--- src/rtl/pipe_pkg.sv ---
// Shared MIPS pipeline-boundary definitions: payload layouts, widths and
// control-bit positions used when instantiating pipe_stage_reg per boundary.
package pipe_pkg;

    typedef struct packed {
        logic [31:0] pc_plus4;
        logic [31:0] instr;
    } if_id_data_t;

    typedef struct packed {
        logic [31:0] pc;
        logic [31:0] rs_data;
        logic [31:0] rt_data;
        logic [31:0] imm;
        logic [4:0]  rt;
        logic [4:0]  rd;
    } id_ex_data_t;

    typedef struct packed {
        logic       reg_dst;
        logic       alu_src;
        logic       mem_to_reg;
        logic       reg_write;
        logic       mem_read;
        logic       mem_write;
        logic       branch;
        logic       jal;
        logic [1:0] alu_op;
    } id_ex_ctrl_t;

    typedef struct packed {
        logic [31:0] pc;
        logic [31:0] alu_result;
        logic [31:0] write_data;
        logic [4:0]  write_reg;
    } ex_mem_data_t;

    typedef struct packed {
        logic mem_read;
        logic mem_write;
        logic mem_to_reg;
        logic reg_write;
        logic jal;
        logic branch;
    } ex_mem_ctrl_t;

    typedef struct packed {
        logic [31:0] pc;
        logic [31:0] read_data;
        logic [31:0] alu_result;
        logic [4:0]  write_reg;
    } mem_wb_data_t;

    typedef struct packed {
        logic jal;
        logic mem_to_reg;
        logic reg_write;
    } mem_wb_ctrl_t;

    localparam int IF_ID_DATA_W  = $bits(if_id_data_t);
    localparam int ID_EX_DATA_W  = $bits(id_ex_data_t);
    localparam int ID_EX_CTRL_W  = $bits(id_ex_ctrl_t);
    localparam int EX_MEM_DATA_W = $bits(ex_mem_data_t);
    localparam int EX_MEM_CTRL_W = $bits(ex_mem_ctrl_t);
    localparam int MEM_WB_DATA_W = $bits(mem_wb_data_t);
    localparam int MEM_WB_CTRL_W = 3;

    localparam int MEM_WB_JAL      = 2;
    localparam int MEM_WB_MEMTOREG = 1;
    localparam int MEM_WB_REGWRITE = 0;

    localparam int PERF_CNT_W = 32;

endpackage

--- src/rtl/sat_counter.sv ---
// Saturating up-counter: clears on i_clear, increments on i_inc, sticks at all-ones.
module sat_counter
    import pipe_pkg::*;
#(
    parameter int W = PERF_CNT_W
) (
    input  logic         clk,
    input  logic         i_clear,
    input  logic         i_inc,
    output logic [W-1:0] o_cnt
);

    logic [W-1:0] r_cnt;

    always_ff @(posedge clk) begin
        if (i_clear) begin
            r_cnt <= '0;
        end else if (i_inc && (r_cnt != '1)) begin
            r_cnt <= r_cnt + W'(1);
        end
    end

    assign o_cnt = r_cnt;

endmodule

--- src/rtl/pipe_stage_reg.sv ---
// Elastic pipeline-stage register with a two-entry (main + skid) buffer, flush
// and bubble-gated control. PIPE_STAGE_PERF_EN adds stall/flush counters.
module pipe_stage_reg
    import pipe_pkg::*;
#(
    parameter int                DATA_W   = MEM_WB_DATA_W,
    parameter int                CTRL_W   = MEM_WB_CTRL_W,
    parameter logic [CTRL_W-1:0] CTRL_RST = {CTRL_W{1'b0}}
) (
    input  logic              clk,
    input  logic              reset,
    input  logic              flush,
    input  logic              in_valid,
    output logic              in_ready,
    input  logic [DATA_W-1:0] in_data,
    input  logic [CTRL_W-1:0] in_ctrl,
    output logic              out_valid,
    input  logic              out_ready,
    output logic [DATA_W-1:0] out_data,
    output logic [CTRL_W-1:0] out_ctrl
`ifdef PIPE_STAGE_PERF_EN
    ,
    output logic [31:0]       stall_cnt,
    output logic [31:0]       flush_cnt
`endif
);

    logic              r_main_v;
    logic [DATA_W-1:0] r_main_d;
    logic [CTRL_W-1:0] r_main_c;
    logic              r_skid_v;
    logic [DATA_W-1:0] r_skid_d;
    logic [CTRL_W-1:0] r_skid_c;

    logic w_acc;
    logic w_xfer;
    logic w_load;

    // in_ready depends only on held state (and reset), never on out_ready.
    assign in_ready = ~r_skid_v & ~reset;
    assign w_acc    = in_valid & in_ready;
    assign w_xfer   = r_main_v & out_ready;
    assign w_load   = ~r_main_v | w_xfer;

    always_ff @(posedge clk) begin
        if (reset) begin
            r_main_v <= 1'b0;
            r_main_d <= '0;
            r_main_c <= CTRL_RST;
            r_skid_v <= 1'b0;
            r_skid_d <= '0;
            r_skid_c <= CTRL_RST;
        end else if (flush) begin
            r_main_v <= 1'b0;
            r_skid_v <= 1'b0;
        end else if (w_load) begin
            if (r_skid_v) begin
                r_main_v <= 1'b1;
                r_main_d <= r_skid_d;
                r_main_c <= r_skid_c;
                r_skid_v <= w_acc;
                if (w_acc) begin
                    r_skid_d <= in_data;
                    r_skid_c <= in_ctrl;
                end
            end else if (w_acc) begin
                r_main_v <= 1'b1;
                r_main_d <= in_data;
                r_main_c <= in_ctrl;
            end else begin
                r_main_v <= 1'b0;
            end
        end else if (w_acc) begin
            // Main is stalled: park the new beat in the skid entry.
            r_skid_v <= 1'b1;
            r_skid_d <= in_data;
            r_skid_c <= in_ctrl;
        end
    end

    assign out_valid = r_main_v;
    assign out_data  = r_main_d;
    assign out_ctrl  = r_main_v ? r_main_c : CTRL_RST;

`ifdef PIPE_STAGE_PERF_EN
    logic w_stall;

    assign w_stall = r_main_v & ~out_ready;

    sat_counter #(.W(32)) u_stall_cnt (
        .clk     (clk),
        .i_clear (reset),
        .i_inc   (w_stall),
        .o_cnt   (stall_cnt)
    );

    sat_counter #(.W(32)) u_flush_cnt (
        .clk     (clk),
        .i_clear (reset),
        .i_inc   (flush),
        .o_cnt   (flush_cnt)
    );
`endif

endmodule
--- config.mk ---
export PLATFORM = sky130hd
export DESIGN_NAME = pipe_stage_reg
export DESIGN_NICKNAME = d
export VERILOG_FILES = /design/src/rtl/pipe_pkg.sv /design/src/rtl/sat_counter.sv /design/src/rtl/pipe_stage_reg.sv
export SDC_FILE = /design/constraint.sdc
export NUM_CORES = 1
export LEC_CHECK = 0
export CORE_MARGIN = 5
export CORE_UTILIZATION = 50
export DETAILED_ROUTE_END_ITERATION = 12
export PLACE_DENSITY = 0.77
export SYNTH_ARGS = -nofsm -noshare
export SYNTH_HDL_FRONTEND = slang
export SYNTH_SLANG_ARGS = --single-unit
--- constraint.sdc ---
create_clock -name clk -period 1.71 [get_ports clk]
set_input_delay 0.2565 -clock clk [delete_from_list [all_inputs] [get_ports clk]]
set_output_delay 0.2565 -clock clk [all_outputs]
set_load 0.02 [all_outputs]
## Word-level counts from Yosys, hierarchy flattened

Cells that the tools add are included.
Widths: inputs -> output; s select.

| word-level totals | value |
|---|---|
| input port bits | 109 |
| logic and storage cells | 36 |
| flip-flop bits (word level) | 210 |
| output and inout port bits | 106 |

| operators by class | value |
|---|---|
| bitwise logic cells | 8 |
| eq/ne operators | 1 |
| multiplexer cells | 16 |
| reductions and logical operators | 5 |

Operator list:

| operator | number |
|---|---|
| $mux 101 | 5 |
| $mux 3 | 6 |
| $mux 1 | 5 |
| $not 1->1 | 4 |
| $reduce_bool 2->1 | 2 |
| $and 1x1->1 | 3 |
| $reduce_and 3->1 | 1 |
| $ne 2x2->1 const B | 1 |
| $reduce_and 2->1 | 1 |
| $reduce_or 2->1 | 1 |
| $or 1x1->1 | 1 |

## Longest topological paths before layout

Gate-level depths: netlist of run 1.

| depth | value |
|---|---|
| depth in word-level cells | 6 |
| mapped depth | 7 |

## Worst setup path after synthesis of run 1

OpenSTA, ideal clock, no wires.

| timing | value |
|---|---|
| path type | register -> register |
| from | register r_main_v (netlist: out_valid) |
| to | register r_skid_d[62] |
| arrival time | 1.515 ns |
| buffers on the path | 3 |
| cell stages (with the launch flop) | 7 |
| required time | 1.578 ns |
| path slack | 0.063 ns |
| library setup time | 0.132 ns |
| path through | dfxtp_1 or4b_1 buf_2 buf_6 buf_6 o21ai_1 a21oi_1 |

| between the ends | value |
|---|---|
| longest elaborated chain between the ends | 4 |
| elaborated cells between the ends (all ways) | 6 |

RTL lines:

| item | RTL line | source |
|---|---|---|
| start: declaration | pipe_stage_reg.sv:28 | `logic r_main_v;` |
| start signal: assignment | pipe_stage_reg.sv:47 | `r_main_v <= 1'b0;` |
| start signal: assignment | pipe_stage_reg.sv:54 | `r_main_v <= 1'b0;` |
| start signal: assignment | pipe_stage_reg.sv:58 | `r_main_v <= 1'b1;` |
| $and 1x1->1 or $not 1->1 (tied branches) | pipe_stage_reg.sv:42, pipe_stage_reg.sv:43 |  |
| $or 1x1->1 * | pipe_stage_reg.sv:43 | `assign w_load = ~r_main_v \| w_xfer;` |
| $ne 2x2->1 (no line) | -- |  |
| $reduce_and 2->1 (no line) | -- |  |
| end signal: assignment | pipe_stage_reg.sv:63 | `r_skid_d <= in_data;` |
| end signal: assignment | pipe_stage_reg.sv:76 | `r_skid_d <= in_data;` |
| end: declaration | pipe_stage_reg.sv:32 | `logic [DATA_W-1:0] r_skid_d;` |

Every way passes the cells marked *; elsewhere a longest branch is shown, timed or not.
A chain may end at the register's enable or synchronous reset.

## Worst setup path after layout of run 1

| timing | value |
|---|---|
| from | register r_main_d[40] (netlist: out_data[40]) |
| to | output out_data[40] |

RTL lines:

| item | RTL line | source |
|---|---|---|
| start: declaration | pipe_stage_reg.sv:29 | `logic [DATA_W-1:0] r_main_d;` |
| start signal: assignment | pipe_stage_reg.sv:59 | `r_main_d <= r_skid_d;` |
| start signal: assignment | pipe_stage_reg.sv:68 | `r_main_d <= in_data;` |
| end: declaration | pipe_stage_reg.sv:19 | `output logic [DATA_W-1:0] out_data,` |

No word-level cell between the ends.

==> impl_results.md, run 1 <==
* Critical path class: flip-flop to output pin
* Maximum clock insertion buffer count at 3
* Worst-case vdd ir drop at 0.639 mV
* Die ar. at 22,200 µm²
* HP Start: reset
* I/O pin count at 215
* Period utilization at 0.982
* Syn_nets at 1,166
* GPL Wtd Cong at 0.739
* Syn Inst Count at roughly 1,100
* Utilization after layout at 0.683
* Total power at 10.9 mW
* M1 GR Usage at 0.298
* Register bit total from synthesis at 210
* DP HPWL at around 16,000 µm
* CP Launch Type: flip-flop
* GRT Residual Overflow at 0
* Residual DRC at 0
* Met3 Track Usage GR at 0.0459
* WHS Endpoint: r_skid_d[0]
* Vias in the first global route at 7,696
* Gr usage total at 0.214
* CP max stage cell: clkdlybuf4s50_1
* Detailed Routing Iterations Pass 1 at 5
* Worst Tran Pin Value at roughly 0.86 ns
* Area occupied by multi-input gates at between 4000 and 5000 µm²
* Layout Skew at between 0.009 and 0.01 ns
* Filler Cells Inserted at ~1,500
* Top cell type's share of synthesized area at 0.436
* Mean Syn Cell Area at 9.13 µm²
* Vias at 8,097
* Final ANT Viol Nets at 0
* Net count, final at around 1,300
* Final Instance Area at approximately 13,000 µm²
* Worst setup path startpoint: out_data[40]
* Final instance count without filler cells at between 1,500 and 2,000
* Setup violations, final at 0
* Largest stage delay, worst path at just over 0.6 ns
* Cells after DPL at 1,461
* CTS Buf Count at 23
* Mapped Area at ~9700 µm²
* Worst endpoint required time at around 1.5 ns
* Lkg Pwr at 5.49 nW
* Clock Tree Root: clkbuf_16
* CP arrival at between 1 and 1.5 ns
* Drt via density at 5.39
* Largest net degree at the start of global routing at 201
* # clock sinks at 210
* Die H at 149 µm
* R2R Path Start: out_valid
* Critical path depth at 1
* # rows at 50
* Final hold vios at 0
* Worst skew pair latency at around 0.50 ns
* Crit path max fanout at 2
* Post-synth ARST share at 0
* Commonest cells in the synthesized netlist: 210 x dfxtp_1, 107 x nor2_1, 106 x nor2b_1
* Top FF cell, synth: dfxtp_1
* I/O Buffers at 214
* Flip-flop and latch area at 4210 µm²
* FF-to-FF path depth at 4
* WP buf/inv at 1
* Grt met2 use at 0.333
* Synth cell types at 22
* Fmax achieved at between 0.5 and 0.6 GHz
* Global route hottest layer: met2
* Number of flops mapped to enable cells by yosys at 0
* CTS tree: yes
* Delay-heaviest family, CP: buffers and inverters
* Share of layout cells above drive strength 1 at 0.144
* Max_cap viols at 0
* First-pass GRT wire length at 39,500 µm
* Placed standard-cell area at 12,100 µm²
* Run status: finished, final reports clean
* Post-synthesis sequential area ratio at 0.436
* Worst min-delay path category: input port to flip-flop
* Worst Setup End Kind: output pin
* Starting density of the core at 0.513
* Placeable Area at 18,800 µm²
* Setup TNS at 0 ns
* Die Span X at 149 µm
* Slew HR at 0.430
* H-tree levels at 1
* 1st-iter DRT viols at 490
* Initial antenna violation count at 2
* Most common cell in the netlist: dfxtp_1
* Worst-path cell chain: clkdlybuf4s50_1
* Final Max Tran Viols at 0
* Final min period at approximately 1.7 ns
* Synth area leaders: dfxtp_1 44%, mux2_2 12%, mux2i_1 11%, nor2b_1 6.9%, a21oi_1 5.4%
* CTS clk-pin slew, worst paths at approximately 0.060 ns
* Leading area contributor after synthesis: dfxtp_1
* R2r endpoint: r_skid_d[51]
* Synth Warn # at 0
* Layout area overhead at 33.2%
* Register-to-register setup slack at 0.11 ns
* Pwr per Cell Area at about 850 nW/µm²
* Routed wire length at 25,100 µm
* Routed WL per cell at 16.7 µm
* Hold Crit Depth at 3
## logic make-up (layout without fill, tap and decap cells)
family,Yosys count,count (layout),share of synthesized area
muxes,208,208,0.229
other,0,1,0
DFF,210,210,0.436
buffers and inverters,105,288,0.0544
AOI/OAI and AO/OA,210,210,0.110
and+or+nand+nor,324,324,0.171
## worst max-delay path by stage
| stage | slack [ns] | endpoint |
|---|---|---|
| floorplan | 0.06 | r_skid_d[62] |
| CTS | 0.0003 | out_data[66] |
| detailed placement | -0.26 | r_skid_d[24] |
| global placement | -0.23 | r_skid_d[4] |
| finish | 0.03 | out_data[40] |
| global route | -0.001 | out_data[13] |
## placed cells by master (no fill, tap or decap), drive strengths merged
cell type      count
clkinv             3
or4b               1
inv                1
buf               36
clkbuf            32
o211ai             1
nor2             107
nand2b             2
a21oi            104
mux2i            104
dlymetal6s2s      38
nor2b            106
dlygate4sd2       56
nor4b              1
a211oi             1
and2               3
nand3            104
o21ai            104
clkdlybuf4s15      3
diode              1
mux2             104
clkdlybuf4s50    116
dlygate4sd3        1
bufinv             1
clkinvlp           1
dfxtp            210
## per-layer routing
layer  routed length, µm  part of all wire
met1               11400              0.46
met5                  13           0.00052
met2               11400              0.45
met4                 604             0.024
met3                1650             0.066
## registers in the layout, summed over array words and instances (netlist names)
name,flops
r_skid_d,101
r_main_c,3
r_skid_v,1
out_valid,1
out_data,101
r_skid_c,3
## stage by stage
step	setup slack [ns]	hold WS (ns)
after global routing	-0.00120	0.342
after floorplan	0.0627	0.329
final	0.0306	0.314
after detailed placement	-0.264	0.466
after CTS	0.000312	0.313
after global placement	-0.231	0.459
## layout make-up
class                           count  area share
Timing Repair Buffer              250       0.208
Clock buffer                       32      0.0497
Antenna cell                        1    0.000195
Sequential cell                   210       0.327
Clock inverter                      5     0.00409
Inverter                            1    0.000292
Multi-Input combinational cell    742       0.385
Tap cell                          260      0.0253
## power by group
part	internal (mW)	switching, mW
Combinational	0.610	0.618
Clock	2.73	1.90
Sequential	4.99	0.0476
Total	8.34	2.57
## what timing repair did
item / 4_1_cts / 5_1_grt
hold buffers: 1 / 0
cloned: 0 / 0
buffers inserted: 0 / 1
resized for setup: 61 / 40
pin swaps: 0 / 0
endpoints found under the setup margin: 59 / 47
endpoints found under the hold margin: 3 / 0
Note: power is estimated with default switching activity, not from simulation.
==> run 2: changes to the inputs <==
--- a/config.mk
+++ b/config.mk
@@ -5,6 +5,7 @@
 export SDC_FILE = /design/constraint.sdc
 export NUM_CORES = 1
 export LEC_CHECK = 0
+export CAP_MARGIN = 10
 export CORE_MARGIN = 5
 export CORE_UTILIZATION = 50
 export DETAILED_ROUTE_END_ITERATION = 12
==> results of run 2 <==
The final DEF is identical to that of run 1; final timing and power are the same.
